$ cat config.mk
export PLATFORM = sky130hd
export DESIGN_NAME = apb_buzzer_player_flat
export DESIGN_NICKNAME = d
export VERILOG_FILES = /design/src/rtl/apb_buzzer_player_pkg.sv /design/src/rtl/apb_buzzer_player_if.sv /design/src/rtl/apb_buzzer_player_note_fifo.sv /design/src/rtl/apb_buzzer_player.sv /design/src/flat_wrapper.sv
export SDC_FILE = /design/constraint.sdc
export NUM_CORES = 1
export LEC_CHECK = 0
export CAP_MARGIN = 5
export CORE_UTILIZATION = 25
export DETAILED_ROUTE_END_ITERATION = 10
export PLACE_DENSITY_LB_ADDON = 0.08
export SLEW_MARGIN = 10
export SYNTH_ARGS = -nofsm -noshare
export SYNTH_HDL_FRONTEND = slang
export SYNTH_SLANG_ARGS = --single-unit
$ cat constraint.sdc
create_clock -name clk -period 7.13 [get_ports clk]
set_input_delay 1.426 -clock clk [delete_from_list [all_inputs] [get_ports clk]]
set_output_delay 1.426 -clock clk [all_outputs]
set_load 0.03 [all_outputs]
$ cat src/rtl/apb_buzzer_player_pkg.sv
// Shared definitions for the APB buzzer player: register decode, bit positions,
// note field widths and the sequencer state encoding.
package buzzer_pkg;

  localparam int HALF_W = 16;
  localparam int DUR_W  = 16;

  // Register index, i.e. PADDR[3:2]
  localparam logic [1:0] REG_NOTE   = 2'd0;
  localparam logic [1:0] REG_CTRL   = 2'd1;
  localparam logic [1:0] REG_STATUS = 2'd2;

  localparam int CTRL_EN     = 0;
  localparam int CTRL_FLUSH  = 1;
  localparam int CTRL_IRQ_EN = 2;

  localparam int ST_BUSY  = 0;
  localparam int ST_EMPTY = 1;
  localparam int ST_FULL  = 2;
  localparam int ST_OVF   = 3;
  localparam int ST_DONE  = 4;

  typedef enum logic [1:0] {
    S_IDLE = 2'd0,
    S_LOAD = 2'd1,
    S_PLAY = 2'd2
  } state_e;

endpackage

$ cat src/rtl/apb_buzzer_player_if.sv
// APB slave bus bundle for the buzzer player (no wait states, so PREADY is an output only).
interface apb_buzzer_player_if;
  logic        PSEL;
  logic        PENABLE;
  logic        PWRITE;
  logic [3:0]  PADDR;
  logic [31:0] PWDATA;
  logic [31:0] PRDATA;
  logic        PREADY;

  modport master (output PSEL, PENABLE, PWRITE, PADDR, PWDATA, input PRDATA, PREADY);
  modport slave  (input PSEL, PENABLE, PWRITE, PADDR, PWDATA, output PRDATA, PREADY);
endinterface

$ cat src/rtl/apb_buzzer_player_note_fifo.sv
// Synchronous note FIFO; rdata is registered and valid the cycle after a pop.
module note_fifo #(
  parameter int DEPTH = 8,
  parameter int WIDTH = 32
) (
  input  logic                       clk,
  input  logic                       rst,
  input  logic                       push_i,
  input  logic                       pop_i,
  input  logic                       flush_i,
  input  logic [WIDTH-1:0]           wdata_i,
  output logic [WIDTH-1:0]           rdata_o,
  output logic                       empty_o,
  output logic                       full_o,
  output logic [$clog2(DEPTH):0]     count_o
);

  localparam int AW = $clog2(DEPTH);
  localparam int CW = AW + 1;

  logic [WIDTH-1:0] mem_q [DEPTH];
  logic [AW-1:0]    wptr_q, rptr_q;
  logic [CW-1:0]    count_q;
  logic [WIDTH-1:0] rdata_q;
  logic             push_ok, pop_ok;

  assign empty_o = (count_q == CW'(0));
  assign full_o  = (count_q == CW'(DEPTH));
  assign push_ok = push_i & ~full_o & ~flush_i;
  assign pop_ok  = pop_i & ~empty_o & ~flush_i;
  assign rdata_o = rdata_q;
  assign count_o = count_q;

  // Storage array, no reset needed
  always_ff @(posedge clk) begin
    if (push_ok) begin
      mem_q[wptr_q] <= wdata_i;
    end
  end

  // Pointers, occupancy and registered read port
  always_ff @(posedge clk) begin
    if (rst) begin
      wptr_q  <= AW'(0);
      rptr_q  <= AW'(0);
      count_q <= CW'(0);
      rdata_q <= WIDTH'(0);
    end else if (flush_i) begin
      wptr_q  <= AW'(0);
      rptr_q  <= AW'(0);
      count_q <= CW'(0);
    end else begin
      if (push_ok) begin
        wptr_q <= wptr_q + AW'(1);
      end
      if (pop_ok) begin
        rptr_q  <= rptr_q + AW'(1);
        rdata_q <= mem_q[rptr_q];
      end
      case ({push_ok, pop_ok})
        2'b10:   count_q <= count_q + CW'(1);
        2'b01:   count_q <= count_q - CW'(1);
        default: count_q <= count_q;
      endcase
    end
  end

endmodule

$ cat src/rtl/apb_buzzer_player.sv
// APB note sequencer: queues {duration, half_period} words and plays them as a
// square wave on buzzer, flagging done/BuzzerINT when the queue drains.
module apb_buzzer_player
  import buzzer_pkg::*;
#(
  parameter int DEPTH    = 8,
  parameter int TICK_DIV = 50000
) (
  input  logic                clk,
  input  logic                rst,
  apb_buzzer_player_if.slave  apb,
  output logic                buzzer,
  output logic                BuzzerINT
);

  localparam int CW = $clog2(DEPTH) + 1;
  localparam int PW = $clog2(TICK_DIV + 1);
  localparam logic [PW-1:0] PRESC_MAX = PW'(TICK_DIV - 1);

  logic              wr_en, note_wr, ctrl_wr, stat_wr, flush;
  logic              fifo_push, fifo_pop, fifo_empty, fifo_full;
  logic [CW-1:0]     fifo_count;
  logic [31:0]       fifo_rdata;
  logic              en_q, en_d, irq_en_q, irq_en_d, ovf_q, ovf_d, done_q, done_d, int_q;
  state_e            state_q;
  logic [HALF_W-1:0] half_q, tone_q;
  logic [DUR_W-1:0]  dur_q;
  logic [PW-1:0]     presc_q;
  logic              buzzer_q;
  logic              presc_wrap, final_tick, done_set;
  logic [31:0]       status_w, prdata;
  logic              unused_addr;

  assign wr_en     = apb.PSEL & apb.PENABLE & apb.PWRITE;
  assign note_wr   = wr_en & (apb.PADDR[3:2] == REG_NOTE);
  assign ctrl_wr   = wr_en & (apb.PADDR[3:2] == REG_CTRL);
  assign stat_wr   = wr_en & (apb.PADDR[3:2] == REG_STATUS);
  assign flush     = ctrl_wr & apb.PWDATA[CTRL_FLUSH];
  assign fifo_push = note_wr & ~fifo_full;
  assign unused_addr = ^apb.PADDR[1:0];

  // dur_q is never 0 in PLAY, so the last prescaler wrap is the one seen with dur_q == 1
  assign presc_wrap = (presc_q == PRESC_MAX);
  assign final_tick = (state_q == S_PLAY) & presc_wrap & (dur_q == DUR_W'(1));
  assign fifo_pop   = ~flush & en_q & ~fifo_empty & ((state_q == S_IDLE) | final_tick);
  assign done_set   = ~flush & en_q & fifo_empty & final_tick;

  note_fifo #(.DEPTH(DEPTH), .WIDTH(32)) u_fifo (
    .clk     (clk),
    .rst     (rst),
    .push_i  (fifo_push),
    .pop_i   (fifo_pop),
    .flush_i (flush),
    .wdata_i (apb.PWDATA),
    .rdata_o (fifo_rdata),
    .empty_o (fifo_empty),
    .full_o  (fifo_full),
    .count_o (fifo_count)
  );

  // Control and sticky status next-state; a set beats a same-cycle clear
  always_comb begin
    en_d     = ctrl_wr ? apb.PWDATA[CTRL_EN] : en_q;
    irq_en_d = ctrl_wr ? apb.PWDATA[CTRL_IRQ_EN] : irq_en_q;
    ovf_d    = (note_wr & fifo_full) | (ovf_q & ~(stat_wr & apb.PWDATA[ST_OVF]));
    done_d   = done_set | (done_q & ~(stat_wr & apb.PWDATA[ST_DONE]));
  end

  // Control/status registers and the registered interrupt
  always_ff @(posedge clk) begin
    if (rst) begin
      en_q     <= 1'b0;
      irq_en_q <= 1'b0;
      ovf_q    <= 1'b0;
      done_q   <= 1'b0;
      int_q    <= 1'b0;
    end else begin
      en_q     <= en_d;
      irq_en_q <= irq_en_d;
      ovf_q    <= ovf_d;
      done_q   <= done_d;
      int_q    <= irq_en_d & done_d;
    end
  end

  // Sequencer: flush and a dropped enable both abort straight to IDLE
  always_ff @(posedge clk) begin
    if (rst) begin
      state_q  <= S_IDLE;
      half_q   <= HALF_W'(0);
      dur_q    <= DUR_W'(0);
      tone_q   <= HALF_W'(0);
      presc_q  <= PW'(0);
      buzzer_q <= 1'b0;
    end else if (flush || (!en_q && state_q != S_IDLE)) begin
      state_q  <= S_IDLE;
      buzzer_q <= 1'b0;
    end else begin
      case (state_q)
        S_IDLE: begin
          buzzer_q <= 1'b0;
          if (fifo_pop) begin
            state_q <= S_LOAD;
          end
        end
        S_LOAD: begin
          half_q   <= fifo_rdata[HALF_W-1:0];
          dur_q    <= fifo_rdata[31:HALF_W];
          tone_q   <= HALF_W'(0);
          presc_q  <= PW'(0);
          buzzer_q <= 1'b0;
          state_q  <= (fifo_rdata[31:HALF_W] == DUR_W'(0)) ? S_IDLE : S_PLAY;
        end
        S_PLAY: begin
          if (final_tick) begin
            buzzer_q <= 1'b0;
            state_q  <= fifo_pop ? S_LOAD : S_IDLE;
          end else begin
            if (presc_wrap) begin
              presc_q <= PW'(0);
              dur_q   <= dur_q - DUR_W'(1);
            end else begin
              presc_q <= presc_q + PW'(1);
            end
            if (half_q == HALF_W'(0)) begin
              buzzer_q <= 1'b0;
              tone_q   <= HALF_W'(0);
            end else if (tone_q + HALF_W'(1) == half_q) begin
              buzzer_q <= ~buzzer_q;
              tone_q   <= HALF_W'(0);
            end else begin
              tone_q <= tone_q + HALF_W'(1);
            end
          end
        end
        default: begin
          state_q  <= S_IDLE;
          buzzer_q <= 1'b0;
        end
      endcase
    end
  end

  // Read mux, combinational from PADDR
  always_comb begin
    status_w            = 32'd0;
    status_w[ST_BUSY]   = (state_q != S_IDLE);
    status_w[ST_EMPTY]  = fifo_empty;
    status_w[ST_FULL]   = fifo_full;
    status_w[ST_OVF]    = ovf_q;
    status_w[ST_DONE]   = done_q;
    status_w[11:8]      = 4'(fifo_count);
    prdata              = 32'd0;
    case (apb.PADDR[3:2])
      REG_CTRL: begin
        prdata[CTRL_EN]     = en_q;
        prdata[CTRL_IRQ_EN] = irq_en_q;
      end
      REG_STATUS: prdata = status_w;
      default:    prdata = 32'd0;
    endcase
  end

  assign apb.PRDATA = prdata;
  assign apb.PREADY = 1'b1;
  assign buzzer     = buzzer_q;
  assign BuzzerINT  = int_q;

endmodule

$ cat src/flat_wrapper.sv
// flat-port wrapper written by rule: the top's interface ports become plain ports
module apb_buzzer_player_flat import buzzer_pkg::*;
#(
  parameter int DEPTH    = 8,
  parameter int TICK_DIV = 50000
)
  (clk, rst, buzzer, BuzzerINT, apb_PSEL, apb_PENABLE, apb_PWRITE, apb_PADDR, apb_PWDATA, apb_PRDATA, apb_PREADY);
  apb_buzzer_player_if apb_i ();
  input  logic clk;
  input  logic rst;
  output logic buzzer;
  output logic BuzzerINT;
  input wire logic [$bits(apb_i.PSEL)-1:0] apb_PSEL;
  input wire logic [$bits(apb_i.PENABLE)-1:0] apb_PENABLE;
  input wire logic [$bits(apb_i.PWRITE)-1:0] apb_PWRITE;
  input wire logic [$bits(apb_i.PADDR)-1:0] apb_PADDR;
  input wire logic [$bits(apb_i.PWDATA)-1:0] apb_PWDATA;
  output wire logic [$bits(apb_i.PRDATA)-1:0] apb_PRDATA;
  output wire logic [$bits(apb_i.PREADY)-1:0] apb_PREADY;
  assign apb_i.PSEL = apb_PSEL;
  assign apb_i.PENABLE = apb_PENABLE;
  assign apb_i.PWRITE = apb_PWRITE;
  assign apb_i.PADDR = apb_PADDR;
  assign apb_i.PWDATA = apb_PWDATA;
  assign apb_PRDATA = apb_i.PRDATA;
  assign apb_PREADY = apb_i.PREADY;
  apb_buzzer_player #(.DEPTH(DEPTH), .TICK_DIV(TICK_DIV)) u_core (.clk(clk), .rst(rst), .apb(apb_i), .buzzer(buzzer), .BuzzerINT(BuzzerINT));
endmodule
==> results of run 1 <==
[cell families (layout without fill, tap and decap cells)]
kind of cell,after synthesis,in the layout,share of synthesized area [%]
buffers and inverters,114,177,3.84
other,2,24,0.0478
DFF,370,370,63.5
AOI/OAI and AO/OA,152,152,6.65
and+or+nand+nor,306,306,10.1
muxes,115,115,12.4
adders and majority gates,17,17,1.40
xor gates and xnor gates,38,38,2.12
[path summary, 6_finish.rpt]
check / cells after the start / end / slack (ps) / from
worst min-delay path: 2 / u_core.presc_q[1] / 480 / u_core.presc_q[1]
worst max register to register: 11 / u_core.u_fifo.count_o[3] / 3720 / u_core.dur_q[10]
worst min register to register: 2 / u_core.presc_q[1] / 480 / u_core.presc_q[1]
worst max-delay path: 6 / apb_PRDATA[0] / 2340 / apb_PADDR[2]
[final cells by class]
cell class / instances / area [um2]
Tap cell: 837 / 1050
Sequential cell: 370 / 9980
Timing Repair Buffer: 67 / 623
Inverter: 26 / 97.6
Fill cell: 6297 / 43500
Clock buffer: 63 / 1280
Multi-Input combinational cell: 652 / 5280
Clock inverter: 21 / 125
[state kept, by name (all words and copies together), names as in the netlist, 3 cells and up]
| signal | count |
|---|---|
| u_core.u_fifo.mem_q | 256 |
| u_core.dur_q | 16 |
| u_core.u_fifo.rdata_o | 32 |
| u_core.u_fifo.wptr_q | 3 |
| u_core.tone_q | 16 |
| u_core.u_fifo.rptr_q | 3 |
| u_core.half_q | 16 |
| u_core.u_fifo.count_o | 4 |
| u_core.presc_q | 16 |
[per-stage QoR]
step / worst slack (ps) / instance area (um2) / hold slack, ps / std cells
CTS: 2310 / 18400 / 477 / 2036
global route: 2230 / 18400 / 495 / 2036
finish: 2340 / 18400 / 476 / 2036
global placement: 2270 / 17000 / 459 / 1952
detailed placement: 2260 / 17000 / 468 / 1952
floorplan: 1410 / 15800 / 445 / 1136
[worst register-to-register path, stage by stage (launching register included)]
cell and delay (ps):
sky130_fd_sc_hd__dfxtp_1 360, sky130_fd_sc_hd__or3_4 420, sky130_fd_sc_hd__or3_4 350, sky130_fd_sc_hd__or4_4 660
sky130_fd_sc_hd__a21oi_4 200, sky130_fd_sc_hd__ha_1 230, sky130_fd_sc_hd__ha_1 250, sky130_fd_sc_hd__a21o_1 180
sky130_fd_sc_hd__a21oi_1 160, sky130_fd_sc_hd__xnor2_1 90, sky130_fd_sc_hd__or3_1 300, sky130_fd_sc_hd__a21oi_1 130
[synthesized netlist by cell type, drive strengths merged (7+ instances only)]
library cell	n	area, um2
a221o	7	70.1
nand3	30	168
nor2b	7	43.8
o21ai	22	110
dfxtp	114	2280
ha	16	200
a21oi	35	183
inv	26	97.6
nor3	23	120
mux4	64	1440
and2	8	50.1
nor2	109	417
a211oi	42	315
xor2	13	114
nand2	54	203
buf	54	378
or3	10	72.6
nor4	15	130
mux2i	50	500
xnor2	25	219
a22oi	7	52.6
edfxtp	256	7690
clkbuf	34	128
nand4	14	100
[layer usage]
metal | vias to the layer above | track usage [%] | routed length (um)
met1 | 4492 | 16.7 | 18400
met3 | 70 | 1.92 | 949
li1 | 4321 | - | -
met5 | - | 0 | 0
met2 | 102 | 19.8 | 17900
met4 | 0 | 4.47 | 1050
[power by group]
group          total (W)  internal, W  switching, W
clock            0.00217      0.00126      0.000912
sequential       0.00230      0.00229    0.00000158
combinational  0.0000865    0.0000258     0.0000606
==> run_results.csv, run 1 <==
group,metric,value,unit
routing,vias_per_cell,4.41,
layout,most-common-layout-cells,"sky130_fd_sc_hd__edfxtp_1 (256), sky130_fd_sc_hd__dfxtp_1 (111), sky130_fd_sc_hd__nor2_1 (105)",
timing,fin_setup_tns,0,ps
yosys,postSynth.topFlopCell,"sky130_fd_sc_hd__edfxtp_1",
routing,drt_first_pass_iters,5,
routing,ant_nets,0,
layout,final_layout_size_suffix_gt1_share,15.3,%
routing,wl,38300,um
global_routing,maximum_number_of_pins_on_one_net_before_global_route_repair,78,
place,gpl.final_weighted_congestion,0.747,
clock_network,cts_buffers,45,
yosys,register_bit_total_from_synthesis,370,
power_and_ir_drop,ir_worst_vdd,157,uV
timing,maxClockFrequency,209,MHz
clock_network,insertion_delay,580,ps
clock_network,cts_tree,"yes",
power_and_ir_drop,powerDensity,247,mW/mm2
job,max_cap_violations,0,
global_routing,grt.total_usage,12.3,%
global_routing,first_global_vias,9320,
yosys,post_synth_num_cell_types,70,
routing,route.detailed.wl_per_inst,18.8,um
routing,post-route-drc-count,0,
timing,relSlewSlack,25.4,%
clock_network,postCtsHoldBufs,0,
floorplanning,fp.coreArea,0.0619,mm2
worst_setup_path,timing.critical_path.mode_cell,"sky130_fd_sc_hd__clkdlybuf4s50_1",
global_routing,grt_overflow,0,
layout,area_delta_synth_final,17.3,%
timing,share_of_the_clock_period_used_by_the_worst_path_after_layout,67.3,%
floorplanning,design.die.area,0.0639,mm2
clock_network,post_cts_resize_count,0,
floorplanning,dieWidth,253,um
routing,via_count,8985,
clock_network,cts.clk_slew.worst_paths,60,ps
power_and_ir_drop,finalPower,0.00455,W
timing,layout_min_cycle_time,4790,ps
floorplanning,num_rows,91,
worst_setup_path,endpoint_kind,"output pin",
yosys,syn_avg_cell_area,14.1,um2
worst_setup_path,critPathSlowestCell,"sky130_fd_sc_hd__clkdlybuf4s50_1",
yosys,yosysWarningCount,0,
yosys,synth_enable_flop_cells,256,
clock_network,post_cts_setup_buffer_count,0,
timing,timing_worst_slew_pin_value,1110,ps
worst_setup_path,timing.critical_path.slowest_cell_delay,730,ps
layout,final_core_utilization,29.8,%
floorplanning,height_of_the_chip,253,um
layout,layout_commonest_cell,"sky130_fd_sc_hd__edfxtp_1",
yosys,synth-async-reset-ratio,0,%
timing,report.final.setup_viol,0,
layout,diodes,0,
clock_network,clk_path_buf_depth,3,
timing,clock_skew,20.8,ps
timing,finalHoldViolations,0,
clock_network,root_buffer,"sky130_fd_sc_hd__clkbuf_16",
worst_setup_path,cp_data_required_time,5700,ps
routing,drt_iter0_markers,569,
power_and_ir_drop,leakage,5.81,nW
worst_setup_path,crit_buf_inv,3,
clock_network,clock-sinks,370,
yosys,post_synth_inst_count,1114,
layout,nNetsFinal,1220,
global_routing,antenna_found_initial,0,
global_routing,grt_first_pass_wirelength,59300,um
place,dp.final_hpwl,23000,um
run_status,outcome,"finished, final reports clean",
floorplanning,start_util,25.4,%
timing,rsz0062_at_grt,"no",
worst_setup_path,worstPathMaxFanout,11,
timing,timing.final.max_slew_violations,0,
worst_hold_path,hold_path.class,"flop to flop",
yosys,post_synth_instance_area,0.0157,mm2
clock_network,cts.htree.levels,2,
worst_setup_path,critical_path_cell_list,"clkdlybuf4s50_1, inv_1, ha_1, a22oi_1, nor2b_1, clkdlybuf4s50_1",
place,place.port_buffers,49,
worst_setup_path,worstPathArrival,3370,ps
worst_setup_path,crit_type,"primary input to output pin",
worst_setup_path,setup_crit_start_kind,"primary input",
floorplanning,ios,76,
yosys,yosysSeqAreaShare,63.5,%
worst_setup_path,path_delay_family,"buffers and inverters",
Note: power is estimated with default switching activity, not from simulation.
==> run 2, diff against run 1 <==
Clock period 7.13 ns to 4.7 ns, I/O delays scaled along.
==> run 2 against run 1 <==
Compared with the run above: flip-flop and latch count unchanged; routed wire length increased by 0.16%; register-to-register slack worse by 2500 ps; final cell count barely moved; core utilization grew 0.27 points; critical endpoint is now apb_PRDATA[2]; non-clock buffer count is 2 higher; critical path depth unchanged.
==> run_results.csv, run 2 (synthesis results as in run 1) <==
group,metric,value,unit
timing,report.final.setup_viol,0,
clock_network,postCtsHoldBufs,0,
place,place.port_buffers,49,
layout,nNetsFinal,1221,
global_routing,first_global_vias,9310,
clock_network,cts.htree.levels,2,
worst_setup_path,setup_crit_start_kind,"primary input",
clock_network,clk_path_buf_depth,3,
layout,top_register,"u_core.u_fifo.mem_q",
floorplanning,ios,76,
timing,rsz0062_at_grt,"no",
worst_setup_path,endpoint_kind,"output pin",
routing,vias_per_cell,4.45,
clock_network,insertion_delay,590,ps
layout,area_delta_synth_final,18.4,%
job,max_cap_violations,0,
layout,diodes,0,
floorplanning,num_rows,91,
global_routing,antenna_found_initial,0,
layout,final_layout_size_suffix_gt1_share,15.4,%
timing,finalHoldViolations,0,
routing,drt_first_pass_iters,4,
global_routing,maximum_number_of_pins_on_one_net_before_global_route_repair,68,
clock_network,root_buffer,"sky130_fd_sc_hd__clkbuf_16",
layout,most-common-layout-cells,"sky130_fd_sc_hd__edfxtp_1 (256), sky130_fd_sc_hd__dfxtp_1 (111), sky130_fd_sc_hd__nor2_1 (105)",
worst_setup_path,cp_data_required_time,3760,ps
timing,share_of_the_clock_period_used_by_the_worst_path_after_layout,81.1,%
timing,timing.final.max_slew_violations,0,
timing,fin_setup_tns,0,ps
global_routing,grt_first_pass_wirelength,59400,um
run_status,outcome,"finished, final reports clean",
power_and_ir_drop,powerDensity,380,mW/mm2
floorplanning,design.die.area,0.0639,mm2
clock_network,cts_buffers,44,
timing,clock_skew,29.5,ps
routing,drt_iter0_markers,535,
place,gpl.final_weighted_congestion,0.753,
global_routing,grt.total_usage,12.3,%
floorplanning,start_util,25.4,%
power_and_ir_drop,ir_worst_vdd,228,uV
timing,layout_min_cycle_time,3810,ps
routing,ant_nets,0,
worst_setup_path,crit_type,"primary input to output pin",
layout,layout_commonest_cell,"sky130_fd_sc_hd__edfxtp_1",
clock_network,cts.clk_slew.worst_paths,60,ps
floorplanning,height_of_the_chip,253,um
place,dp.final_hpwl,22300,um
routing,via_count,9060,
power_and_ir_drop,leakage,5.86,nW
layout,filler_cell_count,6243,
timing,relSlewSlack,43.9,%
floorplanning,dieWidth,253,um
timing,maxClockFrequency,262,MHz
timing,timing_worst_slew_pin_value,842,ps
global_routing,grt_overflow,0,
routing,wl,38400,um
clock_network,post_cts_setup_buffer_count,0,
clock_network,post_cts_resize_count,0,
worst_setup_path,worstPathArrival,2870,ps
clock_network,clock-sinks,370,
worst_setup_path,worstPathMaxFanout,11,
routing,post-route-drc-count,0,
worst_hold_path,hold_path.class,"flop to flop",
routing,route.detailed.wl_per_inst,18.9,um
clock_network,cts_tree,"yes",
layout,final_core_utilization,30.0,%
layout,largest_register_ff_count,256,
floorplanning,fp.coreArea,0.0619,mm2
-- run 2: area by class of cell --
class                      count  area, um2  area share, %
sequential                   370       9980           53.7
tap                          837       1050           5.63
inverter                      26       97.6          0.525
clock inverter                23        259           1.39
multi-input combinational    652       5290           28.4
clock buffer                  58       1220           6.58
timing repair buffer          69        701           3.77
-- run 2: final timing paths --
path                     startpoint                  endpoint  slack, ps  depth (start not counted)
setup / recovery       apb_PADDR[2]             apb_PRDATA[2]        890                          6
hold / removal    u_core.presc_q[1]         u_core.presc_q[1]        480                          2
setup reg to reg   u_core.dur_q[10]  u_core.u_fifo.count_o[3]       1260                         11
hold reg to reg   u_core.presc_q[1]         u_core.presc_q[1]        480                          2
-- run 2: report_power, final --
part | internal, W | total [W] | switching, W
clock network | 0.00206 | 0.00345 | 0.00139
logic | 0.0000396 | 0.000132 | 0.0000920
registers | 0.00348 | 0.00348 | 0.00000227
total | 0.00558 | 0.00706 | 0.00148
-- run 2: metal layers --
layer  GRT usage (%)  part of all wire, %  wire (um)
met2            19.8                   46      17800
met5               0                    0          0
met4            3.84                  2.1        792
met3            2.19                  4.0       1520
met1            16.8                   48      18300
-- run 2: critical path: stages --
cell	delay, ps
sky130_fd_sc_hd__clkdlybuf4s50_1	450
sky130_fd_sc_hd__inv_1	100
sky130_fd_sc_hd__ha_1	360
sky130_fd_sc_hd__a22oi_1	120
sky130_fd_sc_hd__nor2b_1	190
sky130_fd_sc_hd__clkdlybuf4s50_1	710
-- run 2: stage by stage --
step                total power (W)  setup WS (ps)  hold slack (ps)  cell area, um2  cells
floorplan                   0.00363            163              445           15800   1136
global placement            0.00369            752              459           17100   1954
detailed placement          0.00369            786              467           17100   1954
CTS                         0.00721            829              476           18600   2035
global route                0.00733            681              515           18600   2035
finish                      0.00706            887              477           18600   2035
